<file path="src/rtl/fetch_stage.sv">
// fetch_stage: RV32 instruction-fetch stage plus IF/ID pipeline register.
// Keeps the fetch PC and requests one instruction word at a time over a
// req/ready handshake. A three-state controller handles the fetch:
//   REQ     - request outstanding at pc_f
//   HOLD    - a word arrived while decode was stalled; it is parked in hold_q
//   DISCARD - a redirect arrived while a request was in flight; the stale
//             response is awaited and dropped before fetching the target
module fetch_stage #(
  parameter int              XLEN     = 32,
  parameter logic [XLEN-1:0] RESET_PC = '0,
  parameter logic [31:0]     NOP      = 32'h0000_0013
) (
  input  logic            clk,
  input  logic            reset,
  input  logic            stall_d,
  input  logic            flush_d,
  input  logic            pc_src_e,
  input  logic [XLEN-1:0] pc_target_e,
  output logic            imem_req,
  output logic [XLEN-1:0] imem_addr,
  input  logic [31:0]     imem_rdata,
  input  logic            imem_ready,
  output logic [31:0]     instr_d,
  output logic [XLEN-1:0] pc_d,
  output logic [XLEN-1:0] pc_plus4_d,
  output logic            valid_d,
  output logic [6:0]      op_d,
  output logic [2:0]      funct3_d,
  output logic            funct7b5_d
);

  typedef enum logic [1:0] {
    S_REQ     = 2'd0,
    S_HOLD    = 2'd1,
    S_DISCARD = 2'd2
  } state_t;

  state_t          state_q, state_d;
  logic [XLEN-1:0] pc_f_q, pc_f_d;
  logic [31:0]     hold_q, hold_d;
  logic [XLEN-1:0] tgt_q, tgt_d;
  logic [31:0]     ifid_instr_q, ifid_instr_d;
  logic [XLEN-1:0] ifid_pc_q, ifid_pc_d;
  logic [XLEN-1:0] ifid_pc4_q, ifid_pc4_d;
  logic            ifid_valid_q, ifid_valid_d;

  // Fetch-side helpers: whether a word is handed to decode this cycle, and which word.
  logic            load;
  logic [31:0]     load_word;
  logic [XLEN-1:0] pc_plus4;

  assign pc_plus4 = pc_f_q + XLEN'(4);

  // Next-state, fetch PC and IF/ID update; every target starts from its held value.
  always_comb begin
    state_d      = state_q;
    pc_f_d       = pc_f_q;
    hold_d       = hold_q;
    tgt_d        = tgt_q;
    ifid_instr_d = ifid_instr_q;
    ifid_pc_d    = ifid_pc_q;
    ifid_pc4_d   = ifid_pc4_q;
    ifid_valid_d = ifid_valid_q;
    load         = 1'b0;
    load_word    = hold_q;

    case (state_q)
      S_REQ: begin
        if (pc_src_e) begin
          if (imem_ready) begin
            // Response belongs to the wrong path: drop it and fetch the target next.
            pc_f_d = pc_target_e;
          end else begin
            // Address must stay put until the in-flight request completes.
            tgt_d   = pc_target_e;
            state_d = S_DISCARD;
          end
        end else if (imem_ready) begin
          if (!stall_d) begin
            load      = 1'b1;
            load_word = imem_rdata;
            pc_f_d    = pc_plus4;
          end else begin
            hold_d  = imem_rdata;
            state_d = S_HOLD;
          end
        end
      end
      S_HOLD: begin
        if (pc_src_e) begin
          pc_f_d  = pc_target_e;
          state_d = S_REQ;
        end else if (!stall_d) begin
          load      = 1'b1;
          load_word = hold_q;
          pc_f_d    = pc_plus4;
          state_d   = S_REQ;
        end
      end
      S_DISCARD: begin
        if (imem_ready) begin
          // A redirect arriving in the same cycle is newer than tgt_q.
          pc_f_d  = pc_src_e ? pc_target_e : tgt_q;
          state_d = S_REQ;
        end else if (pc_src_e) begin
          tgt_d = pc_target_e;
        end
      end
      default: begin
        state_d = S_REQ;
      end
    endcase

    // IF/ID: kill beats stall, stall beats load; a bubble keeps the old PCs.
    if (pc_src_e || flush_d) begin
      ifid_instr_d = NOP;
      ifid_valid_d = 1'b0;
    end else if (!stall_d) begin
      if (load) begin
        ifid_instr_d = load_word;
        ifid_pc_d    = pc_f_q;
        ifid_pc4_d   = pc_plus4;
        ifid_valid_d = 1'b1;
      end else begin
        ifid_instr_d = NOP;
        ifid_valid_d = 1'b0;
      end
    end
  end

  // State and pipeline registers with asynchronous reset.
  always_ff @(posedge clk or posedge reset) begin
    if (reset) begin
      state_q      <= S_REQ;
      pc_f_q       <= RESET_PC;
      hold_q       <= '0;
      tgt_q        <= '0;
      ifid_instr_q <= NOP;
      ifid_pc_q    <= '0;
      ifid_pc4_q   <= '0;
      ifid_valid_q <= 1'b0;
    end else begin
      state_q      <= state_d;
      pc_f_q       <= pc_f_d;
      hold_q       <= hold_d;
      tgt_q        <= tgt_d;
      ifid_instr_q <= ifid_instr_d;
      ifid_pc_q    <= ifid_pc_d;
      ifid_pc4_q   <= ifid_pc4_d;
      ifid_valid_q <= ifid_valid_d;
    end
  end

  // No request while parked in HOLD or while reset is held.
  assign imem_req   = (state_q != S_HOLD) && !reset;
  assign imem_addr  = pc_f_q;

  assign instr_d    = ifid_instr_q;
  assign pc_d       = ifid_pc_q;
  assign pc_plus4_d = ifid_pc4_q;
  assign valid_d    = ifid_valid_q;

  // Decode fields straight from the IF/ID instruction.
  assign op_d       = ifid_instr_q[6:0];
  assign funct3_d   = ifid_instr_q[14:12];
  assign funct7b5_d = ifid_instr_q[30];

endmodule
</file>
<file path="config.mk">
export PLATFORM = sky130hd
export DESIGN_NAME = fetch_stage
export DESIGN_NICKNAME = d
export VERILOG_FILES = /design/src/rtl/fetch_stage.sv
export SDC_FILE = /design/constraint.sdc
export NUM_CORES = 1
export LEC_CHECK = 0
export CAP_MARGIN = 15
export CORE_MARGIN = 1.5
export CORE_UTILIZATION = 51
export DETAILED_ROUTE_END_ITERATION = 10
export PLACE_DENSITY = 0.92
export SLEW_MARGIN = 20
export SYNTH_ARGS = -nofsm -noshare
export SYNTH_HDL_FRONTEND = slang
export SYNTH_SLANG_ARGS = --single-unit
</file>
<file path="constraint.sdc">
create_clock -name clk -period 6.66 [get_ports clk]
set_input_delay 0.666 -clock clk [delete_from_list [all_inputs] [get_ports clk]]
set_output_delay 0.666 -clock clk [all_outputs]
set_load 0.005 [all_outputs]
</file>
==> impl_metrics.csv, run 1 <==
group,metric,value,unit
outcome,status,"finished clean",
logic_synthesis,synth_xor_area_frac,0.02309,
critical_path,arrival,3.12,ns
finish,seq_area,4833,um2
logic_synthesis,yosysWarnings,0,
critical_path,crit_path_start_kind,"input pin",
finish,final_cell_mix,"clkdlybuf4s50_1, dfrtp_1, nand2_1",
global_route,gr-total-overflow,0,
route,drc_errors,0,
floorplanning,start_util,0.5246,
clocking,ctsHoldBuffers,0,
critical_path,cp-end-kind,"register",
clocking,cts_tree,"yes",
place,finalWeightedCongestion,0.8551,
route,routed_wirelength,24.52,mm
floorplanning,die-area,18660,um2
global_route,antenna_found_initial,2,
finish,layout_commonest_cell,"clkdlybuf4s50_1",
critical_path,crit_chain,"clkdlybuf4s50_1, nor3b_1, a211o_1, buf_4, a2111oi_0, a211o_1",
timing,worst_slack,3.862,ns
floorplanning,fp.dieW,136.6,um
power_and_ir_drop,p_leak,5.048,nW
clocking,ctsHtreeMaxLevel,4,
timing,setup_viol,0,
finish,stdcell_count,1286,
global_route,grt_pass1_vias,7185,
floorplanning,io_pins,211,
critical_path,crit_top_cell,"a211o_1",
finish,layout-area-overhead-vs-synth,29.61,%
critical_path,ff2ff_path_depth,5,
power_and_ir_drop,ir_worst_vdd,0.0002122,V
logic_synthesis,synth_nets,951,
floorplanning,rows,48,
global_route,grt_first_pass_wirelength,37.86,mm
clocking,cts_made_buffers,17,
logic_synthesis,ys_types,64,
finish,nets,1117,
place,dpl.hpwl,16.42,mm
critical_path,r2r_start,"state_q[1]",
timing,min_period,2.798,ns
logic_synthesis,synth_edf_count,0,
global_route,grt_max_degree,128,
logic_synthesis,synthFlopType,"dfrtp_1",
place,dp.cells,1252,
clocking,cts_resized,0,
timing,slew_headroom,0.4088,
min_path,min_path_cells,2,
power_and_ir_drop,p_per_area,299.8,nW/um2
finish,drive_above_1_share,0.1143,
logic_synthesis,synth_top_family_by_area,"simple AND/OR/NAND/NOR gates",
logic_synthesis,ys_async_sr_fraction,1.000,
logic_synthesis,syn_area,9105,um2
route,viasPerCell,5.790,
logic_synthesis,synth-seq-area-share,0.5309,
critical_path,startpoint,"stall_d",
route,drt.antenna.violating_nets,0,
min_path,min-delay-start,"pc_d[31]",
route,drt_first_pass_iters,6,
clocking,clock_latency,0.44,ns
route,wire_per_inst,19.07,um
logic_synthesis,synthCells,880,
floorplanning,core,17360,um2
clocking,cts_setup_buffers,0,
timing,fmax,357.4,MHz
finish,fillers,1234,
route,drt_iter0_drc,685,
floorplanning,die_y,136.6,um
min_path,hp-class,"reg2reg",
clocking,cts.sinks,193,
logic_synthesis,synth_compound_area_frac,0.1092,
critical_path,cp.required,6.98,ns
timing,drv_slew,0,
clocking,clockBufferDepth,2,
timing,hold_viol,0,
logic_synthesis,synth-simple-area-share,0.1582,
critical_path,crit_type,"in2reg",
critical_path,cp_slowest_cell,"a211o_1",
clocking,clock-root-buffer,"clkbuf_16",
logic_synthesis,synth_adder_area_share,0.001374,
timing,clock_skew,0.008620,ns
timing,tightest_slew,0.8869,ns
min_path,worstHoldEndpoint,"pc_d[31]",
critical_path,reg2reg_to,"imem_addr[7]",
critical_path,slowest_delay,0.68,ns
critical_path,cp_max_fo,29,
global_route,grtUsageTotal,0.2640,
flow_run,cap_violations,0,
place,pre_cts_ws,3.527,ns
logic_synthesis,syn_avg_cell_area,10.35,um2
route,vias,7446,
critical_path,r2r_setup_slack,4.17,ns
place,io_buffers,210,
finish,multi_input_area,3806,um2
logic_synthesis,ys_seq_elements,193,
logic_synthesis,synthMuxAreaShare,0.1231,
clocking,clkTransAtPathRegs,0.07,ns
timing,finalSetupTns,0,ns
timing,rsz0062_at_grt,"false",
timing,min_period_over_period,0.4202,
## power breakdown
part	leakage [nW]	internal, mW	total (mW)	switching (mW)
Sequential	2.42	1.41	1.61	0.204
Clock	0.306	0.642	1.09	0.445
Combinational	2.32	0.496	0.840	0.344
Total	5.05	2.54	3.54	0.993
## metrics by stage
| step | cell area (um2) | power [mW] | hold WS [ns] | utilization |
|---|---|---|---|---|
| 6_report | 11800 | 3.538 | 0.4726 | 0.6799 |
| 5_1_grt | 11800 | 3.693 | 0.5003 | 0.6799 |
| 4_1_cts | 11800 | 3.546 | 0.4781 | 0.6796 |
| 3_5_place_dp | 11170 | 2.456 | 0.4627 | 0.6435 |
| 3_3_place_gp | 11140 | 2.412 | 0.4573 | 0.6419 |
| 2_1_floorplan | 9105 | 1.982 | 0.4619 | - |
## area by class of cell
cell class | count | share of cell area
Antenna cell | 2 | 0.0004241
Multi-Input combinational cell | 604 | 0.3225
Timing Repair Buffer | 223 | 0.1877
Clock buffer | 24 | 0.04251
Clock inverter | 8 | 0.01060
Inverter | 7 | 0.002863
Sequential cell | 193 | 0.4096
Tap cell | 225 | 0.02385
## kinds of logic after synthesis
family          after synthesis
xor+xnor                     24
fa+ha+maj                     1
compound gates              169
simple gates                306
buf+inv                      83
flops                       193
mux                         104
## metal layers
| metal | wire length [um] | vias to the layer above | GRT usage |
|---|---|---|---|
| met5 | 0 | - | 0 |
| met4 | 1123 | 0 | 0.1608 |
| met3 | 1825 | 84 | 0.05444 |
| met2 | 11750 | 359 | 0.4045 |
| met1 | 9818 | 3618 | 0.3453 |
| li1 | - | 3385 | - |
## how the worst max path moves through the flow
stage | end | slack [ns] | cells after the start
global route | imem_addr[7] | 3.75 | 6
finish | imem_addr[7] | 3.86 | 6
floorplan | hold_q[0] | 0.74 | 1
global placement | imem_addr[7] | 3.56 | 6
CTS | imem_addr[7] | 3.96 | 6
detailed placement | imem_addr[7] | 3.53 | 6
## state kept, by name, summed over array words and instances, names as in the netlist
name        flops
hold_q         32
imem_addr      32
instr_d        32
pc_d           32
pc_plus4_d     30
state_q         2
tgt_q          32
valid_d         1
## Yosys cell counts, types with 3 or more instances
master,number,area share
and4_1,4,0.0038
a221oi_1,7,0.0067
xnor2_1,14,0.013
nor2_1,28,0.012
a211oi_1,5,0.0041
nor3_1,21,0.012
mux2_2,48,0.059
dfrtp_1,190,0.52
o21ai_1,37,0.020
xor2_1,10,0.0096
nor3_2,3,0.0033
buf_2,22,0.012
nand4_1,8,0.0055
mux2i_1,40,0.044
buf_4,18,0.015
a211o_1,3,0.0029
buf_6,5,0.0062
mux2_1,16,0.020
a21oi_1,31,0.017
o31a_1,6,0.0058
and3_1,18,0.012
inv_1,6,0.0025
dfstp_2,3,0.0087
nand2_1,189,0.078
nand3_1,9,0.0049
clkbuf_1,26,0.011
o21ai_0,61,0.034
## worst max-delay path: cells and delay by family
kind            cells  cell delay, ns
compound gates      3            1.08
buf+inv             2            1.04
simple gates        1            0.32
No activity file was read; power rests on OpenSTA's default activity.
==> inputs of run 2 (changes only) <==
==> constraint.sdc (replaced) <==
create_clock -name clk -period 2.6 [get_ports clk]
set_input_delay 0.26 -clock clk [delete_from_list [all_inputs] [get_ports clk]]
set_output_delay 0.26 -clock clk [all_outputs]
set_load 0.005 [all_outputs]
==> impl_metrics.csv, run 2 (synthesis gave the netlist of run 1 again) <==
group,metric,value,unit
clocking,cts_made_buffers,17,
flow_run,cap_violations,0,
route,vias,7473,
critical_path,crit_chain,"inv_1, a21oi_1, clkdlybuf4s50_1",
floorplanning,start_util,0.5246,
place,dpl.hpwl,16.45,mm
finish,layout_commonest_cell,"clkdlybuf4s50_1",
finish,fillers,1233,
timing,hold_viol,0,
route,drc_errors,0,
power_and_ir_drop,p_per_area,763.8,nW/um2
place,finalWeightedCongestion,0.8139,
timing,fmax,473.2,MHz
timing,tightest_slew,0.6193,ns
route,viasPerCell,5.771,
clocking,ctsHoldBuffers,0,
critical_path,cp-end-kind,"output pin",
power_and_ir_drop,ir_worst_vdd,0.0004627,V
timing,whs,0.3913,ns
place,io_buffers,210,
floorplanning,die-area,18660,um2
route,routed_wirelength,24.56,mm
timing,clock_skew,0.01098,ns
global_route,grtUsageMet2,0.4358,
critical_path,cp.required,2.34,ns
route,drt_first_pass_iters,8,
clocking,cts_tree,"yes",
route,wire_per_inst,18.97,um
global_route,grt_first_pass_wirelength,38.71,mm
timing,drv_slew,0,
route,drt.antenna.violating_nets,0,
floorplanning,io_pins,211,
finish,drive_above_1_share,0.1218,
timing,setup_viol,0,
global_route,grt_max_degree,111,
clocking,cts_setup_buffers,0,
timing,min_period,2.113,ns
critical_path,cp_max_fo,11,
min_path,hp-class,"in2async",
global_route,gr-max-usage-layer,"met2",
global_route,grtUsageTotal,0.2682,
finish,layout-area-overhead-vs-synth,30.73,%
finish,nets,1125,
global_route,grt_pass1_vias,7390,
clocking,cts_resized,0,
power_and_ir_drop,p_total,9.092,mW
critical_path,arrival,1.85,ns
critical_path,crit_type,"reg2out",
global_route,antenna_found_initial,3,
finish,post-route-cell-area,11900,um2
floorplanning,rows,48,
place,placed_area,11270,um2
clocking,cts.sinks,193,
floorplanning,die_y,136.6,um
timing,rsz0062_at_grt,"false",
floorplanning,core,17360,um2
power_and_ir_drop,p_leak,5.095,nW
global_route,use_met1,0.3488,
global_route,met3_usage,0.05444,
timing,slew_headroom,0.5861,
route,drt_iter0_drc,709,
outcome,status,"finished clean",
critical_path,crit_path_start_kind,"register",
clocking,clock_latency,0.44,ns
clocking,clkTransAtPathRegs,0.07,ns
critical_path,cp_slowest_cell,"dfrtp_1",
clocking,clock-root-buffer,"clkbuf_16",
finish,final_cell_mix,"clkdlybuf4s50_1, dfrtp_1, nand2_1",
global_route,gr-total-overflow,0,
floorplanning,fp.dieW,136.6,um
clocking,ctsHtreeMaxLevel,4,
critical_path,slowest_delay,0.57,ns
clocking,clockBufferDepth,2,
timing,min_period_over_period,0.8128,
[run 2: cell count changes in the layout (fill, tap and decap cells not counted), sizes merged]
cell      delta
inv          +1
clkinv       +1
buf          +8
diode        +1
clkbuf       -5
clkinvlp     +2
bufinv       +1
[run 2: routing by layer]
| layer | part of all wire | vias up |
|---|---|---|
| li1 | - | 3391 |
| met4 | 0.029 | 0 |
| met1 | 0.41 | 3697 |
| met5 | 0 | - |
| met3 | 0.060 | 65 |
| met2 | 0.50 | 320 |
[run 2: worst max-delay path: cells and delay by family, from the launching register on]
family / cells / cell delay (ns)
AOI/OAI and AO/OA: 1 / 0.23
DFF: 1 / 0.57
buffers and inverters: 2 / 0.61
[run 2: worst paths after layout]
path / slack, ns / cells after the start / end / startpoint
max reg2reg: 0.50 / 5 / imem_addr[29] / imem_addr[4]
min in group clk: 0.41 / 3 / imem_addr[4] / pc_src_e
max: 0.49 / 3 / imem_req / state_q[1]
min reg2reg: 0.48 / 2 / pc_d[22] / pc_d[22]
max in group asynchronous: 1.70 / 3 / pc_d[20] / reset
min: 0.39 / 3 / imem_addr[3] / reset
[run 2: final cells by class]
type                    count  area, um2  area share
flip-flops and latches    193       4833      0.4061
multi-input cells         604       3806      0.3198
repair buffers            231       2317      0.1947
clock buffers              19      442.9     0.03721
well taps                 225      281.5     0.02365
clock inverters            13      183.9     0.01545
inverters                   7      30.03    0.002523
diodes                      3      7.507   0.0006307
[run 2: power by group]
part / switching, mW / internal (mW) / leakage [nW] / total (mW)
sequential: 0.510 / 3.60 / 2.42 / 4.11
clock: 1.16 / 1.64 / 0.305 / 2.80
combinational: 0.887 / 1.29 / 2.37 / 2.18
[run 2: per-stage QoR]
| step | setup TNS (ns) | std cells | utilization | worst slack, ns |
|---|---|---|---|---|
| 3_5_place_dp | 0 | 1260 | 0.6492 | 0.4495 |
| 6_report | 0 | 1295 | 0.6858 | 0.4866 |
| 4_1_cts | 0 | 1292 | 0.6853 | 0.5180 |
| 5_1_grt | 0 | 1294 | 0.6856 | 0.3418 |
| 3_3_place_gp | 0 | 1260 | 0.6492 | 0.4976 |
| 2_1_floorplan | -28.11 | 880 | - | -0.1480 |
